### src/rtl/conway_pkg.sv
// Shared types and defaults for the conway board datapath.
package conway_pkg;

  typedef enum logic [1:0] {
    S_IDLE,
    S_STREAM,
    S_DONE
  } reader_state_t;

  localparam int unsigned BOARD_ROWS = 12;
  localparam int unsigned BOARD_COLS = 12;

  // Index width for a dimension of n entries; never narrower than one bit.
  function automatic int unsigned idx_width(input int unsigned n);
    return (n > 1) ? $clog2(n) : 1;
  endfunction

endpackage

### src/rtl/grid_scan_counter.sv
// Row-major (row, col) scan counter over a ROWS x COLS grid.
// clear takes priority over step; stepping past the last cell wraps to (0,0).
module grid_scan_counter
  import conway_pkg::*;
#(
  parameter int unsigned ROWS = BOARD_ROWS,
  parameter int unsigned COLS = BOARD_COLS,
  localparam int unsigned RW = idx_width(ROWS),
  localparam int unsigned CW = idx_width(COLS)
) (
  input  logic          clk,
  input  logic          rst,
  input  logic          clear,
  input  logic          step,
  output logic [RW-1:0] row,
  output logic [CW-1:0] col,
  output logic          at_last
);

  localparam logic [RW-1:0] ROW_MAX = RW'(ROWS - 1);
  localparam logic [CW-1:0] COL_MAX = CW'(COLS - 1);

  logic row_end;
  logic col_end;

  assign row_end = (row == ROW_MAX);
  assign col_end = (col == COL_MAX);
  assign at_last = row_end && col_end;

  // Advance column first, carrying into the row; both wrap at their maxima
  // so non-power-of-two dimensions never leave the grid.
  always_ff @(posedge clk) begin
    if (!rst || clear) begin
      row <= '0;
      col <= '0;
    end else if (step) begin
      if (col_end) begin
        col <= '0;
        if (row_end) begin
          row <= '0;
        end else begin
          row <= row + RW'(1);
        end
      end else begin
        col <= col + CW'(1);
      end
    end
  end

endmodule

### src/rtl/conway_frame_reader.sv
// Snapshots the board's cell states and streams them one pixel per
// valid/ready transfer, row-major, with coordinates and a last marker.
module conway_frame_reader
  import conway_pkg::*;
#(
  parameter int unsigned ROWS = BOARD_ROWS,
  parameter int unsigned COLS = BOARD_COLS,
  localparam int unsigned RW = idx_width(ROWS),
  localparam int unsigned CW = idx_width(COLS)
) (
  input  logic                 clk,
  input  logic                 rst,
  input  logic [ROWS*COLS-1:0] cells,
  input  logic                 snap,
  output logic                 busy,
  output logic                 out_valid,
  input  logic                 out_ready,
  output logic                 out_pixel,
  output logic [RW-1:0]        out_row,
  output logic [CW-1:0]        out_col,
  output logic                 out_last,
  output logic                 frame_done,
  output logic                 overrun
);

  localparam int unsigned N  = ROWS * COLS;
  localparam int unsigned IW = $clog2(N) + 1;

  reader_state_t state;
  reader_state_t state_next;

  logic [N-1:0]  shadow;
  logic          capture;
  logic          step;
  logic          clear;
  logic          at_last;
  logic [RW-1:0] row;
  logic [CW-1:0] col;
  logic [IW-1:0] bit_idx;
  logic [N-1:0]  bit_sel;

  grid_scan_counter #(
    .ROWS(ROWS),
    .COLS(COLS)
  ) u_scan (
    .clk    (clk),
    .rst    (rst),
    .clear  (clear),
    .step   (step),
    .row    (row),
    .col    (col),
    .at_last(at_last)
  );

  // State register.
  always_ff @(posedge clk) begin
    if (!rst) begin
      state <= S_IDLE;
    end else begin
      state <= state_next;
    end
  end

  // Next-state logic and handshake/status outputs.
  always_comb begin
    state_next = state;
    capture    = 1'b0;
    step       = 1'b0;
    clear      = 1'b0;
    busy       = 1'b0;
    out_valid  = 1'b0;
    frame_done = 1'b0;
    case (state)
      S_IDLE: begin
        if (snap) begin
          capture    = 1'b1;
          clear      = 1'b1;
          state_next = S_STREAM;
        end
      end
      S_STREAM: begin
        busy      = 1'b1;
        out_valid = 1'b1;
        if (out_ready) begin
          step = 1'b1;
          if (at_last) begin
            state_next = S_DONE;
          end
        end
      end
      S_DONE: begin
        frame_done = 1'b1;
        clear      = 1'b1;
        state_next = S_IDLE;
      end
      default: begin
        state_next = S_IDLE;
      end
    endcase
  end

  // Shadow copy of the board, taken only when a frame is accepted.
  always_ff @(posedge clk) begin
    if (!rst) begin
      shadow <= '0;
    end else if (capture) begin
      shadow <= cells;
    end
  end

  // Sticky flag: a snap arrived while a frame was still in flight.
  always_ff @(posedge clk) begin
    if (!rst) begin
      overrun <= 1'b0;
    end else if (snap && (state != S_IDLE)) begin
      overrun <= 1'b1;
    end
  end

  // Bit index widened so row*COLS+col cannot truncate; a one-hot mask
  // selects the pixel without an out-of-range index on odd dimensions.
  assign bit_idx   = IW'(row) * IW'(COLS) + IW'(col);
  assign bit_sel   = N'(1) << bit_idx;
  assign out_pixel = out_valid & (|(shadow & bit_sel));
  assign out_last  = out_valid & at_last;
  assign out_row   = row;
  assign out_col   = col;

endmodule

### config.mk
export PLATFORM = sky130hd
export DESIGN_NAME = conway_frame_reader
export DESIGN_NICKNAME = d
export VERILOG_FILES = /design/src/rtl/conway_pkg.sv /design/src/rtl/grid_scan_counter.sv /design/src/rtl/conway_frame_reader.sv
export SDC_FILE = /design/constraint.sdc
export NUM_CORES = 1
export LEC_CHECK = 0
export BUFFER_PORTS_ARGS = -buffer_cell sky130_fd_sc_hd__buf_4
export CAP_MARGIN = 0
export CORE_ASPECT_RATIO = 1.5
export CORE_MARGIN = 1.5
export CORE_UTILIZATION = 45
export DETAILED_ROUTE_END_ITERATION = 8
export GPL_ROUTABILITY_DRIVEN = 0
export PLACE_DENSITY = 0.67
export SLEW_MARGIN = 30
export SYNTH_ARGS = -nofsm -noshare
export SYNTH_HDL_FRONTEND = slang
export SYNTH_SLANG_ARGS = --single-unit
### constraint.sdc
create_clock -name clk -period 4.8 [get_ports clk]
set_clock_uncertainty 0.05 [all_clocks]
set_input_delay 0.96 -clock clk [delete_from_list [all_inputs] [get_ports clk]]
set_output_delay 0.96 -clock clk [all_outputs]
set_load 0.005 [all_outputs]
# After elaboration in Yosys (flattened, before gate mapping)
# Cells that the tools add are included.
# totals
reg_bits	155
input_bits	148
output_inout_bits	14
word_cells	42
# classes
n_mul	1
eq_ne	7
n_addsub	3
muxes	13
reduce_logical	9
n_bitwise	3
n_shift	1
# ops
cell	n
$and A144 B144 Y144	1
$reduce_or A144 Y1	1
$shl A1 B9 Y144 const A	1
$add A8 B4 Y9	1
$add A4 B1 Y4 const B	2
$eq A4 B4 Y1 const B	2
$mux W4	2
$mul A4 B2 Y6 const B	1
$mux W1	6
$mux W2	3
$ne A2 B2 Y1 const B	3
$pmux W2 S2	1
$reduce_and A3 Y1	1
$and A1 B1 Y1	2
$eq A2 B1 Y1 const B	1
$eq A2 B2 Y1 const B	1
$logic_and A1 B1 Y1	2
$logic_not A2 Y1	1
$pmux W1 S2	1
$reduce_and A2 Y1	1
$reduce_bool A2 Y1	1
$logic_not A1 Y1	1
$logic_or A1 B1 Y1	1

# Depth between registers and ports, before layout
# logic_depth
word_depth	6
depth_mapped	12
mapped_depth_nobuf	10

# Hierarchy
# From an unflattened synthesis, not the netlist that was laid out.
# hier_totals
cells_unflattened	963
area_unflattened_um2	7739.9
# modules_own_cells
module	seq_area_each_um2	area_per_inst_um2	n_inst	cells_per_inst
conway_frame_reader	2942.8	7337.0	1	919
grid_scan_counter	160.2	402.9	1	44

# Least setup slack after synthesis
# OpenSTA, ideal clock, no wires.
# synth_timing
kind	reg2out
startpoint	register u_scan.row[1]
endpoint	output port out_pixel
slack_ns	1.174
t_arrival_ns	2.616
stages_incl_launch_ff	11
required_time_ns	3.790
path_buffers	1
path_cell_list	dfxtp_1 -> ha_1 -> inv_1 -> fa_1 -> buf_2 -> mux2_1 -> a22oi_1 -> o2111ai_1 -> o311ai_2 -> o211ai_1 -> a32o_1
# synth_via
elab_chain_len	6
# synth_rtl
element	line_no	rtl
start: declaration	grid_scan_counter.sv:15	output logic [RW-1:0] row,
start signal: assignment	grid_scan_counter.sv:42	row <= row + RW'(1);
$mul A4 B2 Y6	conway_frame_reader.sv:122	assign bit_idx = IW'(row) * IW'(COLS) + IW'(col);
$add A8 B4 Y9	conway_frame_reader.sv:122	
$shl A1 B9 Y144	conway_frame_reader.sv:123	assign bit_sel = N'(1) << bit_idx;
$and A144 B144 Y144	conway_frame_reader.sv:124	assign out_pixel = out_valid & (|(shadow & bit_sel));
$reduce_or A144 Y1	conway_frame_reader.sv:124	
$and A1 B1 Y1	conway_frame_reader.sv:124	
end: declaration	conway_frame_reader.sv:18	output logic out_pixel,
# No other way between the ends.

# Worst setup path after layout
# layout_timing
startpoint	register u_scan.row[0]
endpoint	output port out_pixel
# The elaborated chain is that of the path after synthesis.

==> run_results.csv <==
group,metric,value,unit
clock_network,cts_num_sinks,155,
synth,synth.largest_area_cell,"dfxtp_1",
place,port_buffers,161,
die,num_rows,57,
clock_network,cts_tree,"yes",
die,core-area,0.0163,mm²
die,dieArea,0.0176,mm²
hold_path,hp-class,"flip-flop to flip-flop",
sta,max_freq,219,MHz
power,peakVddDrop,0.198,mV
power,clockPowerShare,43.0,%
worst_setup_path,required,3.79,ns
finish,nets,1229,
die,die_w,109,µm
clock_network,h-tree-depth,4,
sta,setup_slack,0.229,ns
power,intPower,2.28,mW
synth,synthesis.nets,1107,
grt,grt_pass1_wl,33000,µm
routing,viasPerCell,5.41,
sta,finalCriticalPeriod,4.57,ns
place,placedCellCount,1250,
synth,synthCells,947,
power,combPwrFrac,10.6,%
sta,maxSlewHeadroom,35.4,%
sta,hold_viol,0,
flow_run,maxCapViolCount,0,
finish,diodes,0,
finish,drive_above_1_share,21.0,%
sta,worst_pin_slew,0.969,ns
synth,yosys_warnings,0,
sta,finalSetupViolCount,0,
die,die_y,162,µm
synth,synth_area,0.00755,mm²
finish,multiInputGateArea,0.00407,mm²
finish,design_area,0.00942,mm²
synth,synth.most_common_cell,"nand2_1",
routing,drc,0,
synth,ys_ff_latch,155,
grt,antenna_found_initial,0,
synth,synth_area_per_cell,7.98,µm²
worst_setup_path,cp.arrival,3.56,ns
clock_network,root_buffer,"clkbuf_16",
finish,utilization,57.6,%
sta,maxSlewViolCount,0,
grt,track_usage,24.1,%
place,pre_cts_slack,0.313,ns
worst_setup_path,path_max_fanout,8,
grt,grt_pass1_vias,6503,
clock_network,clkLatencyLatePin,0.41,ns
die,pin_count,162,
synth,synth-seq-area-share,41.1,%
place,post-dp-hpwl,14700,µm
synth,synth_commonest_cells,"nand2_1, dfxtp_1, a21boi_0",
run_status,outcome,"completed",
power,netSwitchingFraction,24.9,%
finish,fin_cells,1287,
routing,drtIter0Drc,587,
grt,grt_max_degree,146,
sta,rsz0062_at_grt,"no",
grt,grt_overflow_total,0,
power,p_per_area,322,mW/mm²
clock_network,clk_pin_slew,0.06,ns
finish,nFillCells,1534,
synth,ys_top_cells_by_area,"dfxtp_1, nand2_1, a21boi_0, nand3_1, clkbuf_1",
worst_setup_path,path_class,"flip-flop to output pin",
clock_network,clk_path_buf_depth,2,
routing,drt-pass1-iter-count,5,
power,power_switching,755,µW
power,leakage,3.72,nW
sta,fin_setup_tns,0,ns
clock_network,cts_resized,0,
power,seqPwrFrac,46.4,%
synth,ys_types,67,
routing,num_vias,6958,
sta,finalCritPeriodShare,95.2,%
synth,ys.flop_type,"dfxtp_1",
worst_setup_path,startpoint_type,"flip-flop",
die,start_util,46.3,%
finish,synthToLayoutAreaGrowth,24.6,%
clock_network,numCtsBuffers,17,
worst_setup_path,cp-end-kind,"output pin",
synth,synth_edf_count,0,
routing,wl_per_cell,16.3,µm
routing,wl,21000,µm
synth,yosysTopAreaCellShare,41.1,%
synth,async_reset_ff_share,0,%
finish,seq_area,0.00310,mm²
routing,antenna_left,0,
place,post_dp_cell_area,0.00879,mm²
-- repair_timing --
| action | CTS | global route |
|---|---|---|
| buffers inserted | 1 | 5 |
| hold buffers | 0 | 0 |
| endpoints found under the setup margin | 1 | 1 |
| pin swaps | 1 | 1 |
-- cells by family (layout without fill, tap and decap cells) --
| family | count (synthesis) | after routing | synth area share [%] |
|---|---|---|---|
| and+or+nand+nor | 401 | 401 | 21.9 |
| AOI/OAI and AO/OA | 259 | 259 | 25.2 |
| xor gates and xnor gates | 9 | 9 | 1.24 |
| buffers and inverters | 90 | 224 | 5.28 |
| adders and majority gates | 12 | 12 | 2.19 |
| muxes | 21 | 21 | 3.10 |
| DFF | 155 | 155 | 41.1 |
-- cells in the final DEF, fill, tap and decap left out, types with 3 or more instances in the layout --
cell / netlist / final
clkbuf_16: 0 / 17
clkinvlp_4: 0 / 6
a31oi_1: 10 / 10
nand2_1: 312 / 311
a22oi_1: 12 / 12
dfxtp_1: 155 / 155
clkbuf_8: 0 / 3
nand2b_1: 6 / 6
a22o_1: 5 / 5
mux2_1: 4 / 4
o211ai_1: 9 / 9
buf_4: 2 / 177
o22ai_1: 4 / 4
o21ai_1: 5 / 5
a211oi_1: 3 / 3
nand3_1: 35 / 35
and3_1: 3 / 3
inv_1: 11 / 11
ha_1: 10 / 10
nor2_1: 18 / 18
xnor2_1: 5 / 5
mux2i_1: 14 / 14
nor2b_1: 5 / 5
a21boi_0: 145 / 145
inv_2: 3 / 3
a21oi_1: 18 / 18
inv_6: 0 / 3
nor3_1: 7 / 7
a221oi_1: 6 / 6
o21ai_0: 15 / 15
a222oi_1: 6 / 6
-- area by class of cell --
type | instances | share of cell area, %
tap | 206 | 2.74
sequential | 155 | 33.0
inverter | 14 | 0.558
timing repair buffer | 179 | 14.4
multi-input combinational | 702 | 43.2
clock buffer | 20 | 4.96
clock inverter | 11 | 1.17
-- power groups by stage --
stage | combinational [mW] | clock (mW) | sequential, mW
after floorplan | 0.181 | 0 | 1.42
after global placement | 0.322 | 0 | 1.43
after CTS | 0.327 | 1.32 | 1.41
final | 0.322 | 1.30 | 1.41
after global routing | 0.360 | 1.38 | 1.41
after detailed placement | 0.326 | 0 | 1.43
-- layer usage --
layer	track usage [%]	routed length [µm]	share of wire (%)
met2	41.7	11000	52
met5	0	0	0
met1	30.9	8900	42
met3	3.53	923	4.4
met4	6.82	230	1.1
-- critical path: stages (launching register included) --
cell and delay [ns]:
dfxtp_1 0.37, ha_1 0.35, inv_1 0.06, fa_2 0.64
buf_4 0.20, mux2_4 0.31, a221oi_2 0.26, a21oi_1 0.08
o311ai_2 0.25, o211ai_1 0.15, a32o_1 0.31, buf_4 0.15
-- per-stage QoR --
stage,power [mW],hold slack [ns]
after detailed placement,1.76,0.407
after floorplan,1.60,0.389
after global placement,1.76,0.399
after global routing,3.15,0.433
after CTS,3.06,0.416
final,3.03,0.413
-- worst paths after layout --
| path | start | endpoint | slack (ns) | depth (start not counted) |
|---|---|---|---|---|
| setup / recovery | u_scan.row[0] | out_pixel | 0.23 | 11 |
| hold / removal | shadow[133] | shadow[133] | 0.41 | 2 |
| setup reg to reg | u_scan.col[1] | u_scan.row[3] | 2.01 | 8 |
| hold reg to reg | shadow[133] | shadow[133] | 0.41 | 2 |
-- state kept, by name, indices dropped and copies added, names as in the netlist --
| signal | flops |
|---|---|
| overrun | 1 |
| u_scan.col | 4 |
| shadow | 144 |
| state | 2 |
| u_scan.row | 4 |
(Power assumes the default switching activity.)
